===== src/rtl/ics2_lookup_pkg.sv =====
// Shared types and address-split helpers for the instruction-cache stage-2 lookup.
// No logic: defaults, FSM encoding and offset/index/tag width functions.
package ics_pkg;

  localparam int ADDR_WIDTH_DEF = 16;
  localparam int DATA_WIDTH_DEF = 16;

  typedef enum logic [1:0] {
    ST_IDLE   = 2'd0,
    ST_REQ    = 2'd1,
    ST_REFILL = 2'd2
  } ics2_state_e;

  function automatic int off_bits(input int words_per_line);
    return $clog2(words_per_line);
  endfunction

  function automatic int idx_bits(input int num_lines);
    return $clog2(num_lines);
  endfunction

  function automatic int tag_bits(input int addr_width, input int num_lines, input int words_per_line);
    return addr_width - $clog2(num_lines) - $clog2(words_per_line);
  endfunction

endpackage


===== src/rtl/ics2_lookup_if.sv =====
// Line-refill memory bus: one request beat (line base), then WORDS_PER_LINE data beats.
// Both directions valid/ready; master is the cache, slave is the memory.
interface ics2_lookup_if #(
  parameter int ADDR_WIDTH = 16,
  parameter int DATA_WIDTH = 16
) ();

  logic [ADDR_WIDTH-1:0] mem_req_addr;
  logic                  mem_req_valid;
  logic                  mem_req_ready;
  logic [DATA_WIDTH-1:0] mem_data;
  logic                  mem_data_valid;
  logic                  mem_data_ready;

  modport master (
    output mem_req_addr, mem_req_valid, mem_data_ready,
    input  mem_req_ready, mem_data, mem_data_valid
  );

  modport slave (
    input  mem_req_addr, mem_req_valid, mem_data_ready,
    output mem_req_ready, mem_data, mem_data_valid
  );

endinterface


===== src/rtl/ics2_line_store.sv =====
// Direct-mapped valid/tag/data arrays: one word write port, tag+valid set on fill, clear-all.
// Reads are combinational; writes land on the next clock edge; clear-all beats a same-cycle set.
module ics2_line_store
  import ics_pkg::*;
#(
  parameter int DATA_WIDTH     = 16,
  parameter int NUM_LINES      = 16,
  parameter int WORDS_PER_LINE = 4,
  parameter int TAG_W          = 10,
  localparam int OB            = off_bits(WORDS_PER_LINE),
  localparam int IB            = idx_bits(NUM_LINES)
) (
  input  logic                  clk,
  input  logic                  arst_n,
  input  logic                  clr_all,
  input  logic                  wr_en,
  input  logic [IB-1:0]         wr_index,
  input  logic [OB-1:0]         wr_offset,
  input  logic [DATA_WIDTH-1:0] wr_data,
  input  logic                  fill_done,
  input  logic [TAG_W-1:0]      fill_tag,
  input  logic [IB-1:0]         rd_index,
  input  logic [OB-1:0]         rd_offset,
  output logic                  rd_valid,
  output logic [TAG_W-1:0]      rd_tag,
  output logic [DATA_WIDTH-1:0] rd_data
);

  logic [NUM_LINES-1:0]  valid_q, valid_d;
  logic [TAG_W-1:0]      tag_q  [NUM_LINES];
  logic [TAG_W-1:0]      tag_d  [NUM_LINES];
  logic [DATA_WIDTH-1:0] data_q [NUM_LINES][WORDS_PER_LINE];
  logic [DATA_WIDTH-1:0] data_d [NUM_LINES][WORDS_PER_LINE];

  always_comb begin
    valid_d = valid_q;
    tag_d   = tag_q;
    data_d  = data_q;
    if (wr_en) data_d[wr_index][wr_offset] = wr_data;
    if (fill_done) begin
      tag_d[wr_index]   = fill_tag;
      valid_d[wr_index] = 1'b1;
    end
    if (clr_all) valid_d = '0;
  end

  always_ff @(posedge clk or negedge arst_n) begin
    if (!arst_n) valid_q <= '0;
    else         valid_q <= valid_d;
  end

  // Tag/data need no reset: nothing reads them until the line's valid bit is set.
  always_ff @(posedge clk) begin
    tag_q  <= tag_d;
    data_q <= data_d;
  end

  assign rd_valid = valid_q[rd_index];
  assign rd_tag   = tag_q[rd_index];
  assign rd_data  = data_q[rd_index][rd_offset];

endmodule


===== src/rtl/ics2_lookup.sv =====
// I-cache stage 2: direct-mapped lookup, 1-cycle hit latency; misses stall stage 1 until a line refill completes.
// i_halt freezes everything; refill beats accepted only in REFILL & ~i_halt. Optional ICS2_PERF_CNT_EN adds hit/miss counters.
module ics2_lookup
  import ics_pkg::*;
#(
  parameter int ADDR_WIDTH     = ADDR_WIDTH_DEF,
  parameter int DATA_WIDTH     = DATA_WIDTH_DEF,
  parameter int NUM_LINES      = 16,
  parameter int WORDS_PER_LINE = 4
) (
  input  logic                  clk,
  input  logic                  arst_n,
  input  logic                  i_halt,
  input  logic [ADDR_WIDTH-1:0] i_r_addr,
  input  logic                  i_r_addr_valid,
  input  logic                  i_invalidate,
  output logic                  o_miss_state,
  output logic [ADDR_WIDTH-1:0] o_prev_r_addr,
  output logic                  o_prev_r_addr_valid,
  output logic [DATA_WIDTH-1:0] o_instr,
  output logic [ADDR_WIDTH-1:0] o_instr_addr,
  output logic                  o_instr_valid,
  ics2_lookup_if.master         mem
`ifdef ICS2_PERF_CNT_EN
  ,
  output logic [15:0]           o_hit_count,
  output logic [15:0]           o_miss_count
`endif
);

  localparam int OB = off_bits(WORDS_PER_LINE);
  localparam int IB = idx_bits(NUM_LINES);
  localparam int TB = tag_bits(ADDR_WIDTH, NUM_LINES, WORDS_PER_LINE);

  logic [ADDR_WIDTH-1:0] addr_q, addr_d, miss_addr_q, miss_addr_d;
  logic                  vld_q, vld_d, pend_inv_q, pend_inv_d;
  logic [OB-1:0]         beat_q, beat_d;
  ics2_state_e           state_q, state_d;

  logic                  ls_valid;
  logic [TB-1:0]         ls_tag;
  logic [DATA_WIDTH-1:0] ls_data;
  logic                  is_idle, hit, miss_det, beat, last_beat, apply_inv;

  ics2_line_store #(
    .DATA_WIDTH    (DATA_WIDTH),
    .NUM_LINES     (NUM_LINES),
    .WORDS_PER_LINE(WORDS_PER_LINE),
    .TAG_W         (TB)
  ) u_store (
    .clk      (clk),
    .arst_n   (arst_n),
    .clr_all  (apply_inv),
    .wr_en    (beat),
    .wr_index (miss_addr_q[OB+IB-1:OB]),
    .wr_offset(beat_q),
    .wr_data  (mem.mem_data),
    .fill_done(last_beat),
    .fill_tag (miss_addr_q[ADDR_WIDTH-1:OB+IB]),
    .rd_index (addr_q[OB+IB-1:OB]),
    .rd_offset(addr_q[OB-1:0]),
    .rd_valid (ls_valid),
    .rd_tag   (ls_tag),
    .rd_data  (ls_data)
  );

  assign is_idle   = (state_q == ST_IDLE);
  assign hit       = vld_q & ls_valid & (ls_tag == addr_q[ADDR_WIDTH-1:OB+IB]);
  assign miss_det  = is_idle & vld_q & ~hit;
  assign beat      = (state_q == ST_REFILL) & ~i_halt & mem.mem_data_valid;
  assign last_beat = beat & (beat_q == OB'(WORDS_PER_LINE - 1));
  // Invalidates seen mid-miss or under halt are parked and applied on the first free IDLE cycle.
  assign apply_inv = is_idle & ~i_halt & (i_invalidate | pend_inv_q);

  always_comb begin
    addr_d      = addr_q;
    vld_d       = vld_q;
    miss_addr_d = miss_addr_q;
    beat_d      = beat_q;
    state_d     = state_q;
    pend_inv_d  = pend_inv_q;
    if (!i_halt) begin
      case (state_q)
        ST_IDLE: begin
          addr_d = i_r_addr;
          vld_d  = i_r_addr_valid;
          if (miss_det) begin
            vld_d       = 1'b0;
            miss_addr_d = addr_q;
            state_d     = ST_REQ;
          end
        end
        ST_REQ: if (mem.mem_req_ready) state_d = ST_REFILL;
        ST_REFILL: begin
          if (beat) beat_d = beat_q + OB'(1);
          if (last_beat) begin
            beat_d  = '0;
            state_d = ST_IDLE;
          end
        end
        default: state_d = ST_IDLE;
      endcase
    end
    if (apply_inv)         pend_inv_d = 1'b0;
    else if (i_invalidate) pend_inv_d = 1'b1;
  end

  always_ff @(posedge clk or negedge arst_n) begin
    if (!arst_n) begin
      addr_q      <= '0;
      vld_q       <= 1'b0;
      miss_addr_q <= '0;
      beat_q      <= '0;
      state_q     <= ST_IDLE;
      pend_inv_q  <= 1'b0;
    end else begin
      addr_q      <= addr_d;
      vld_q       <= vld_d;
      miss_addr_q <= miss_addr_d;
      beat_q      <= beat_d;
      state_q     <= state_d;
      pend_inv_q  <= pend_inv_d;
    end
  end

  assign o_miss_state        = miss_det | ~is_idle;
  assign o_prev_r_addr_valid = o_miss_state;
  assign o_prev_r_addr       = miss_det ? addr_q : (is_idle ? '0 : miss_addr_q);
  assign o_instr_valid       = is_idle & hit & ~i_halt;
  assign o_instr             = o_instr_valid ? ls_data : '0;
  assign o_instr_addr        = o_instr_valid ? addr_q : '0;

  assign mem.mem_req_valid  = (state_q == ST_REQ);
  assign mem.mem_req_addr   = mem.mem_req_valid ? {miss_addr_q[ADDR_WIDTH-1:OB], {OB{1'b0}}} : '0;
  assign mem.mem_data_ready = (state_q == ST_REFILL) & ~i_halt;

`ifdef ICS2_PERF_CNT_EN
  logic [15:0] hit_cnt_q, hit_cnt_d, miss_cnt_q, miss_cnt_d;

  always_comb begin
    hit_cnt_d  = hit_cnt_q;
    miss_cnt_d = miss_cnt_q;
    if (o_instr_valid && hit_cnt_q != 16'hFFFF)            hit_cnt_d  = hit_cnt_q + 16'd1;
    if (miss_det && !i_halt && miss_cnt_q != 16'hFFFF)     miss_cnt_d = miss_cnt_q + 16'd1;
  end

  always_ff @(posedge clk or negedge arst_n) begin
    if (!arst_n) begin
      hit_cnt_q  <= '0;
      miss_cnt_q <= '0;
    end else begin
      hit_cnt_q  <= hit_cnt_d;
      miss_cnt_q <= miss_cnt_d;
    end
  end

  assign o_hit_count  = hit_cnt_q;
  assign o_miss_count = miss_cnt_q;
`endif

endmodule


===== src/flat_wrapper.sv =====
// flat-port wrapper written by rule: the top's interface ports become plain ports
module ics2_lookup_flat import ics_pkg::*;
#(
  parameter int ADDR_WIDTH     = ADDR_WIDTH_DEF,
  parameter int DATA_WIDTH     = DATA_WIDTH_DEF,
  parameter int NUM_LINES      = 16,
  parameter int WORDS_PER_LINE = 4
)
  (clk, arst_n, i_halt, i_r_addr, i_r_addr_valid, i_invalidate, o_miss_state, o_prev_r_addr, o_prev_r_addr_valid, o_instr, o_instr_addr, o_instr_valid, mem_mem_req_addr, mem_mem_req_valid, mem_mem_data_ready, mem_mem_req_ready, mem_mem_data, mem_mem_data_valid);
  ics2_lookup_if #(.ADDR_WIDTH(ADDR_WIDTH), .DATA_WIDTH(DATA_WIDTH)) mem_i ();
  input  logic clk;
  input  logic arst_n;
  input  logic i_halt;
  input  logic [ADDR_WIDTH-1:0] i_r_addr;
  input  logic i_r_addr_valid;
  input  logic i_invalidate;
  output logic o_miss_state;
  output logic [ADDR_WIDTH-1:0] o_prev_r_addr;
  output logic o_prev_r_addr_valid;
  output logic [DATA_WIDTH-1:0] o_instr;
  output logic [ADDR_WIDTH-1:0] o_instr_addr;
  output logic o_instr_valid;
  output wire logic [$bits(mem_i.mem_req_addr)-1:0] mem_mem_req_addr;
  output wire logic [$bits(mem_i.mem_req_valid)-1:0] mem_mem_req_valid;
  output wire logic [$bits(mem_i.mem_data_ready)-1:0] mem_mem_data_ready;
  input wire logic [$bits(mem_i.mem_req_ready)-1:0] mem_mem_req_ready;
  input wire logic [$bits(mem_i.mem_data)-1:0] mem_mem_data;
  input wire logic [$bits(mem_i.mem_data_valid)-1:0] mem_mem_data_valid;
  assign mem_mem_req_addr = mem_i.mem_req_addr;
  assign mem_mem_req_valid = mem_i.mem_req_valid;
  assign mem_mem_data_ready = mem_i.mem_data_ready;
  assign mem_i.mem_req_ready = mem_mem_req_ready;
  assign mem_i.mem_data = mem_mem_data;
  assign mem_i.mem_data_valid = mem_mem_data_valid;
  ics2_lookup #(.ADDR_WIDTH(ADDR_WIDTH), .DATA_WIDTH(DATA_WIDTH), .NUM_LINES(NUM_LINES), .WORDS_PER_LINE(WORDS_PER_LINE)) u_core (.clk(clk), .arst_n(arst_n), .i_halt(i_halt), .i_r_addr(i_r_addr), .i_r_addr_valid(i_r_addr_valid), .i_invalidate(i_invalidate), .o_miss_state(o_miss_state), .o_prev_r_addr(o_prev_r_addr), .o_prev_r_addr_valid(o_prev_r_addr_valid), .o_instr(o_instr), .o_instr_addr(o_instr_addr), .o_instr_valid(o_instr_valid), .mem(mem_i));
endmodule

===== config.mk =====
export PLATFORM = sky130hd
export DESIGN_NAME = ics2_lookup_flat
export DESIGN_NICKNAME = d
export VERILOG_FILES = /design/src/rtl/ics2_lookup_pkg.sv /design/src/rtl/ics2_lookup_if.sv /design/src/rtl/ics2_line_store.sv /design/src/rtl/ics2_lookup.sv /design/src/flat_wrapper.sv
export SDC_FILE = /design/constraint.sdc
export NUM_CORES = 1
export LEC_CHECK = 0
export BUFFER_PORTS_ARGS = -buffer_cell sky130_fd_sc_hd__buf_4
export CAP_MARGIN = 15
export CORE_MARGIN = 4
export CORE_UTILIZATION = 55
export DETAILED_ROUTE_END_ITERATION = 7
export PLACE_DENSITY_LB_ADDON = 0.3
export SLEW_MARGIN = 40
export SYNTH_ARGS = -nofsm -noshare
export SYNTH_HDL_FRONTEND = slang
export SYNTH_HIERARCHICAL = 1
export SYNTH_SLANG_ARGS = --single-unit

===== constraint.sdc =====
create_clock -name clk -period 4.58 [get_ports clk]
set_input_delay 0.458 -clock clk [delete_from_list [all_inputs] [get_ports clk]]
set_output_delay 0.458 -clock clk [all_outputs]
set_load 0.02 [all_outputs]

Word level (Yosys, flattened, before mapping)
Cells that the tools add are included.
Widths: inputs -> output; s select.
{"block": "word_totals", "reg_bits": 1238, "inputBits": 39, "output_inout_bits": 69, "elab_cells": 173}
{"block": "op_classes", "addsub": 1, "order_cmp": 9, "eq_ne": 7, "mux": 37, "bitwise_logic": 21, "reduce_logical": 11}
{"cell": "$bwmux 1024", "n": 1}
{"cell": "$bmux 64 s4", "n": 1}
{"cell": "$demux 64 s4", "n": 1}
{"cell": "$mux 64", "n": 3}
{"cell": "$bwmux 160", "n": 1}
{"cell": "$mux 16", "n": 10}
{"cell": "$bmux 10 s4", "n": 1}
{"cell": "$demux 10 s4", "n": 1}
{"cell": "$bmux 16 s2", "n": 1}
{"cell": "$demux 16 s2", "n": 1}
{"cell": "$mux 10", "n": 3}
{"cell": "$or 16x16->16", "n": 1}
{"cell": "$and 1x1->1", "n": 11}
{"cell": "$eq 10x10->1", "n": 1}
{"cell": "$ge 5x5->1 const B", "n": 2}
{"cell": "$lt 4x5->1 const B", "n": 2}
{"cell": "$mux 2", "n": 5}
{"cell": "$not 4->5", "n": 2}
{"cell": "$ge 3x3->1 const B", "n": 2}
{"cell": "$not 2->3", "n": 2}
{"cell": "$pmux 2 s3", "n": 1}
{"cell": "$reduce_and 3->1", "n": 2}
{"cell": "$reduce_bool 2->1", "n": 3}
{"cell": "$lt 5x1->1 const B", "n": 1}
{"cell": "other kinds (16)", "n": 27}

Logic depth before layout (Yosys ltp)
{"block": "depth", "word_depth": 10, "mapped_depth": 15, "ltp_nobuf": 7}

By module
Netlist, hierarchy kept.
{"module": "ics2_line_store", "n_inst": 1, "cells_each": 2004, "area_per_inst_um2": 46123.0, "seq_area_each_um2": 35954.5}
{"module": "ics2_lookup", "n_inst": 1, "cells_each": 257, "area_per_inst_um2": 2229.6, "seq_area_each_um2": 950.9}

Worst setup path after synthesis
Ideal clock, no wire load.
{"block": "synth_timing", "path_type": "reg2out", "from": "reg u_core.addr_q[2]", "to": "out o_prev_r_addr_valid", "arrival_ns": 3.584, "t_required_ns": 4.122, "path_slack_ns": 0.538, "stages_incl_launch_ff": 15, "n_path_buf": 8, "cell_sequence": "dfrtp_1 buf_6 buf_6 buf_6 buf_6 buf_6 mux4_2 mux4_2 xor2_1 nor4_2 a31o_2 buf_2 buf_2 nand2_1 buf_4"}
{"block": "synth_between", "elab_chain_len": 9, "word_cells_on_any_way": 12, "cone_classes": "1 x eq/ne; 5 x mux; 6 x bitwise"}
{"item": "start, declared", "line_no": "ics2_lookup.sv:35", "source": "logic [ADDR_WIDTH-1:0] addr_q, addr_d, miss_addr_q, miss_addr_d;"}
{"item": "start signal, assigned", "line_no": "ics2_lookup.sv:117", "source": "addr_q <= addr_d;"}
{"item": "$not 4->5 (implied by the code)", "line_no": "ics2_line_store.sv:59", "source": "assign rd_tag = tag_q[rd_index];"}
{"item": "$bmux 10 s4", "line_no": "ics2_line_store.sv:59"}
{"item": "$mux 10 (implied by the code) (2 in a row)", "line_no": "ics2_line_store.sv:59"}
{"item": "net u_core.ls_tag[4]", "line_no": "ics2_lookup.sv:41", "source": "logic [TB-1:0] ls_tag;"}
{"item": "$eq 10x10->1", "line_no": "ics2_lookup.sv:68", "source": "assign hit = vld_q & ls_valid & (ls_tag == addr_q[ADDR_WIDTH-1:OB+IB]);"}
{"item": "$and 1x1->1", "line_no": "ics2_lookup.sv:68"}
{"item": "$not 1->1", "line_no": "ics2_lookup.sv:69", "source": "assign miss_det = is_idle & vld_q & ~hit;"}
{"item": "$and 1x1->1", "line_no": "ics2_lookup.sv:69"}
{"item": "$or 1x1->1", "line_no": "ics2_lookup.sv:126", "source": "assign o_miss_state = miss_det | ~is_idle;"}
{"item": "end, declared", "line_no": "flat_wrapper.sv:19", "source": "output logic o_prev_r_addr_valid;"}
The timed path passes the listed nets, and every way through them passes these cells. The select of a mux whose other input is x is not followed.

Final worst setup path
{"block": "layout_timing", "from": "reg u_core.addr_q[3]", "to": "out o_instr[15]"}
{"block": "layout_between", "word_cells_on_any_way": 18, "cone_classes": "1 x eq/ne; 12 x mux; 5 x bitwise"}
{"item": "$not 4->5 (implied by the code)", "line_no": "ics2_line_store.sv:60", "source": "assign rd_data = data_q[rd_index][rd_offset];"}
{"item": "$bmux 64 s4", "line_no": "ics2_line_store.sv:60"}
{"item": "$mux 64 (implied by the code) (2 in a row)", "line_no": "ics2_line_store.sv:60"}
{"item": "$bmux 16 s2", "line_no": "ics2_line_store.sv:60"}
{"item": "$mux 16 (implied by the code) (2 in a row)", "line_no": "ics2_line_store.sv:60"}
{"item": "net u_core.ls_data[15]", "line_no": "ics2_lookup.sv:42", "source": "logic [DATA_WIDTH-1:0] ls_data;"}
{"item": "$mux 16", "line_no": "ics2_lookup.sv:130", "source": "assign o_instr = o_instr_valid ? ls_data : '0;"}
{"item": "end, declared", "line_no": "flat_wrapper.sv:20", "source": "output logic [DATA_WIDTH-1:0] o_instr;"}
The timed path passes the listed nets, and every way through them passes these cells. The select of a mux whose other input is x is not followed.

==> flow_summary_export.csv <==
group,metric,value,unit
outcome,status,"finished clean",
route,first_pass_iters,5,
clock_tree,cts-root-buf,"clkbuf_16",
clock_tree,cts_tree,"yes",
route,wl_met1,44.07,mm
worst_hold_path,hold_class,"input pin to flip-flop",
timing,finalCritPeriodShare,0.9873,
layout,nets,2544,
route,drtAntennaViolNets,0,
die,fp.dieH,304.5,µm
yosys,yosys_warnings,6,
pwr,switching_power,9.184,mW
yosys,syn_avg_cell_area,21.39,µm²
timing,worstMarginPinSlew,865.5,ps
placement,dp_cells,3518,
layout,final_cells,3755,
placement,gp_congestion,0.8369,
pwr,seqPwrFrac,0.433,
timing,timing.fmax,221.1,MHz
die,io_pins,108,
setup_path,cp.required,4120,ps
yosys,synth-async-reset-ratio,0.04362,
grt,grt_pass1_vias,24370,
grt,antenna_found_initial,2,
die,rows,108,
timing,min_period,4522,ps
timing,rsz0062_at_grt,"yes",
placement,placedInstanceArea,0.05088,mm²
grt,track_usage,0.2451,
layout,layout_common_cells,"edfxtp_1 (1184), mux4_2 (319), buf_4 (219)",
layout,final_area,0.05491,mm²
clock_tree,numCtsBuffers,114,
grt,grt_pass1_wl,167.1,mm
pwr,internal-power,22.01,mW
pwr,ir_drop,509.8,µV
setup_path,cp.arrival,4060,ps
yosys,syn_inst,2261,
setup_path,cp-start-kind,"flip-flop",
die,start_util,0.5556,
layout,layout_commonest_cell,"edfxtp_1",
timing,finalClockSkew,34.08,ps
yosys,ys_types,51,
clock_tree,clkSinkCount,1238,
timing,setup_violations,0,
die,core-area,0.08702,mm²
route,post_drt_wl_per_cell,30.17,µm
grt,grt.overflow.total,0,
layout,area_growth,13.56,%
pwr,pwr-share-comb,0.266,
route,wl_met2,55.01,mm
pwr,p_per_area,568.2,mW/mm²
layout,n_fill_cell,5786,
yosys,ys.flop_type,"edfxtp_1",
clock_tree,clock_latency,700,ps
layout,drive_gt1_frac,0.2952,
clock_tree,htree_num_levels,3,
yosys,ys_ff_latch,1238,
yosys,syn-cell-area,0.04835,mm²
placement,hpwlAfterDp,64.51,mm
route,wl_met3,11.41,mm
pwr,p_sw_frac,0.2944,
timing,finalMaxSlewViolations,0,
route,topRoutingLayerUsed,"met4",
route,drc_errors,0,
die,floorplan.die_area,0.09272,mm²
yosys,synth_edf_count,1184,
yosys,yosysSeqAreaShare,0.7633,
pwr,power,31.20,mW
placement,numPortBuffers,105,
timing,hold_viol,0,
pwr,clockPowerShare,0.300,
job,maxCapViolCount,0,
pwr,leakagePower,17.70,nW
route,avgViaCountPerCell,6.446,
route,drt-initial-drc-count,3188,
timing,relSlewSlack,0.4213,
clock_tree,path_clk_slew,60,ps
setup_path,path_max_fanout,43,
setup_path,worstSetupEndpointType,"output pin",
setup_path,crit_type,"flip-flop to output pin",
clock_tree,clockBufferDepth,3,
die,die_w,304.5,µm
route,vias,24210,
grt,grt_max_degree,114,
route,wl,113.3,mm
-- synthesized netlist by cell type, types with 24 or more instances --
master | number | area share
edfxtp_1 | 1184 | 0.74
mux4_2 | 319 | 0.15
nor2_1 | 125 | 0.0097
nand2_1 | 101 | 0.0078
dfrtp_1 | 54 | 0.028
and2_1 | 51 | 0.0066
mux2i_1 | 43 | 0.0089
clkbuf_1 | 38 | 0.0029
buf_2 | 35 | 0.0036
buf_4 | 27 | 0.0042
o21ai_0 | 24 | 0.0025
o22ai_1 | 24 | 0.0031
-- layout make-up --
| cell class | instances | area, µm² | area share |
|---|---|---|---|
| Multi-Input combinational cell | 896 | 10720 | 0.1952 |
| Clock inverter | 55 | 615.6 | 0.01121 |
| Sequential cell | 1238 | 36920 | 0.6724 |
| Clock buffer | 152 | 3088 | 0.05624 |
| Antenna cell | 5 | 12.51 | 0.0002279 |
| Timing Repair Buffer | 250 | 2091 | 0.03808 |
| Inverter | 4 | 15.01 | 0.0002734 |
| Tap cell | 1155 | 1445 | 0.02632 |
-- worst paths after layout --
path                                                          to  slack, ps  cells after the start                             startpoint
setup / recovery                                     o_instr[15]         60                      9           u_core/addr_q[3]$_DFFE_PN0P_
setup reg to reg               u_core/miss_addr_q[2]$_DFFE_PN0P_        850                     10           u_core/addr_q[3]$_DFFE_PN0P_
hold / removal                      u_core/addr_q[2]$_DFFE_PN0P_         50                      3                            i_r_addr[2]
min in group asynchronous     u_core/miss_addr_q[13]$_DFFE_PN0P_        380                      2                                 arst_n
hold reg to reg            u_core/u_store/valid_q[2]$_DFFE_PN0P_        490                      2  u_core/u_store/valid_q[2]$_DFFE_PN0P_
max in group asynchronous           u_core/addr_q[5]$_DFFE_PN0P_       3630                      2                                 arst_n
-- power by group through the flow --
stage               sequential [mW]  combinational, mW  clock [mW]
finish                         13.5               8.30        9.37
floorplan                      13.3               5.89           0
global placement               13.7               7.95           0
global route                   13.6               8.77        10.0
detailed placement             13.8               8.09           0
CTS                            13.5               8.23        9.51
-- critical path, stage by stage, from the launching register on --
cell	delay, ps
dfrtp_4	630
buf_4	300
buf_12	320
mux4_2	590
o31ai_1	570
a211oi_1	220
o21ai_1	140
nand3_1	190
and2_1	200
buf_4	150
-- sequential cells by signal, summed over array words and instances (netlist names) --
signal and flops:
u_core/pend_inv_q 1, u_core/addr_q 16, u_core/miss_addr_q 16, u_core/vld_q 1
u_core/u_store/valid_q 16, u_core/u_store/tag_q 160, u_core/u_store/data_q 1024, u_core/state_q 2
u_core/beat_q 2
-- per-stage QoR --
step	TNS, ps	util	worst slack (ps)	hold WS [ps]
finish	0	0.6310	58.09	46.55
global route	-0.3979	0.6309	-0.3979	29.85
CTS	0	0.6299	3.180	12.26
detailed placement	0	0.5847	555.0	483.1
global placement	0	0.5845	514.7	474.6
floorplan	0	-	538.5	162.4
-- kinds of logic (layout without fill, tap and decap cells) --
kind of cell	count (synthesis)	after routing	synth area share
flip-flops	1238	1238	0.7633
multiplexers	386	386	0.1639
AND/OR/NAND/NOR	350	350	0.03374
AO/OA/AOI/OAI	147	147	0.02112
buffers and inverters	128	461	0.01589
XOR/XNOR	10	10	0.001811
adder cells (fa/ha/maj)	1	1	0.0002587
other	1	7	0.00007756
-- metal layers --
metal,vias up,global-route usage
met4,0,0.06353
met1,12800,0.3597
li1,9845,-
met5,-,0
met2,1390,0.3897
met3,176,0.04465
-- repair_timing --
| action | CTS | global route |
|---|---|---|
| gates resized for setup | 5 | 6 |
| hold buffers | 17 | 0 |
| endpoints found under the hold margin | 70 | 0 |
| setup buffers | 0 | 7 |
| cloned | 1 | 0 |
| endpoints found under the setup margin | 6 | 50 |
No activity file was read; power rests on OpenSTA's default activity.
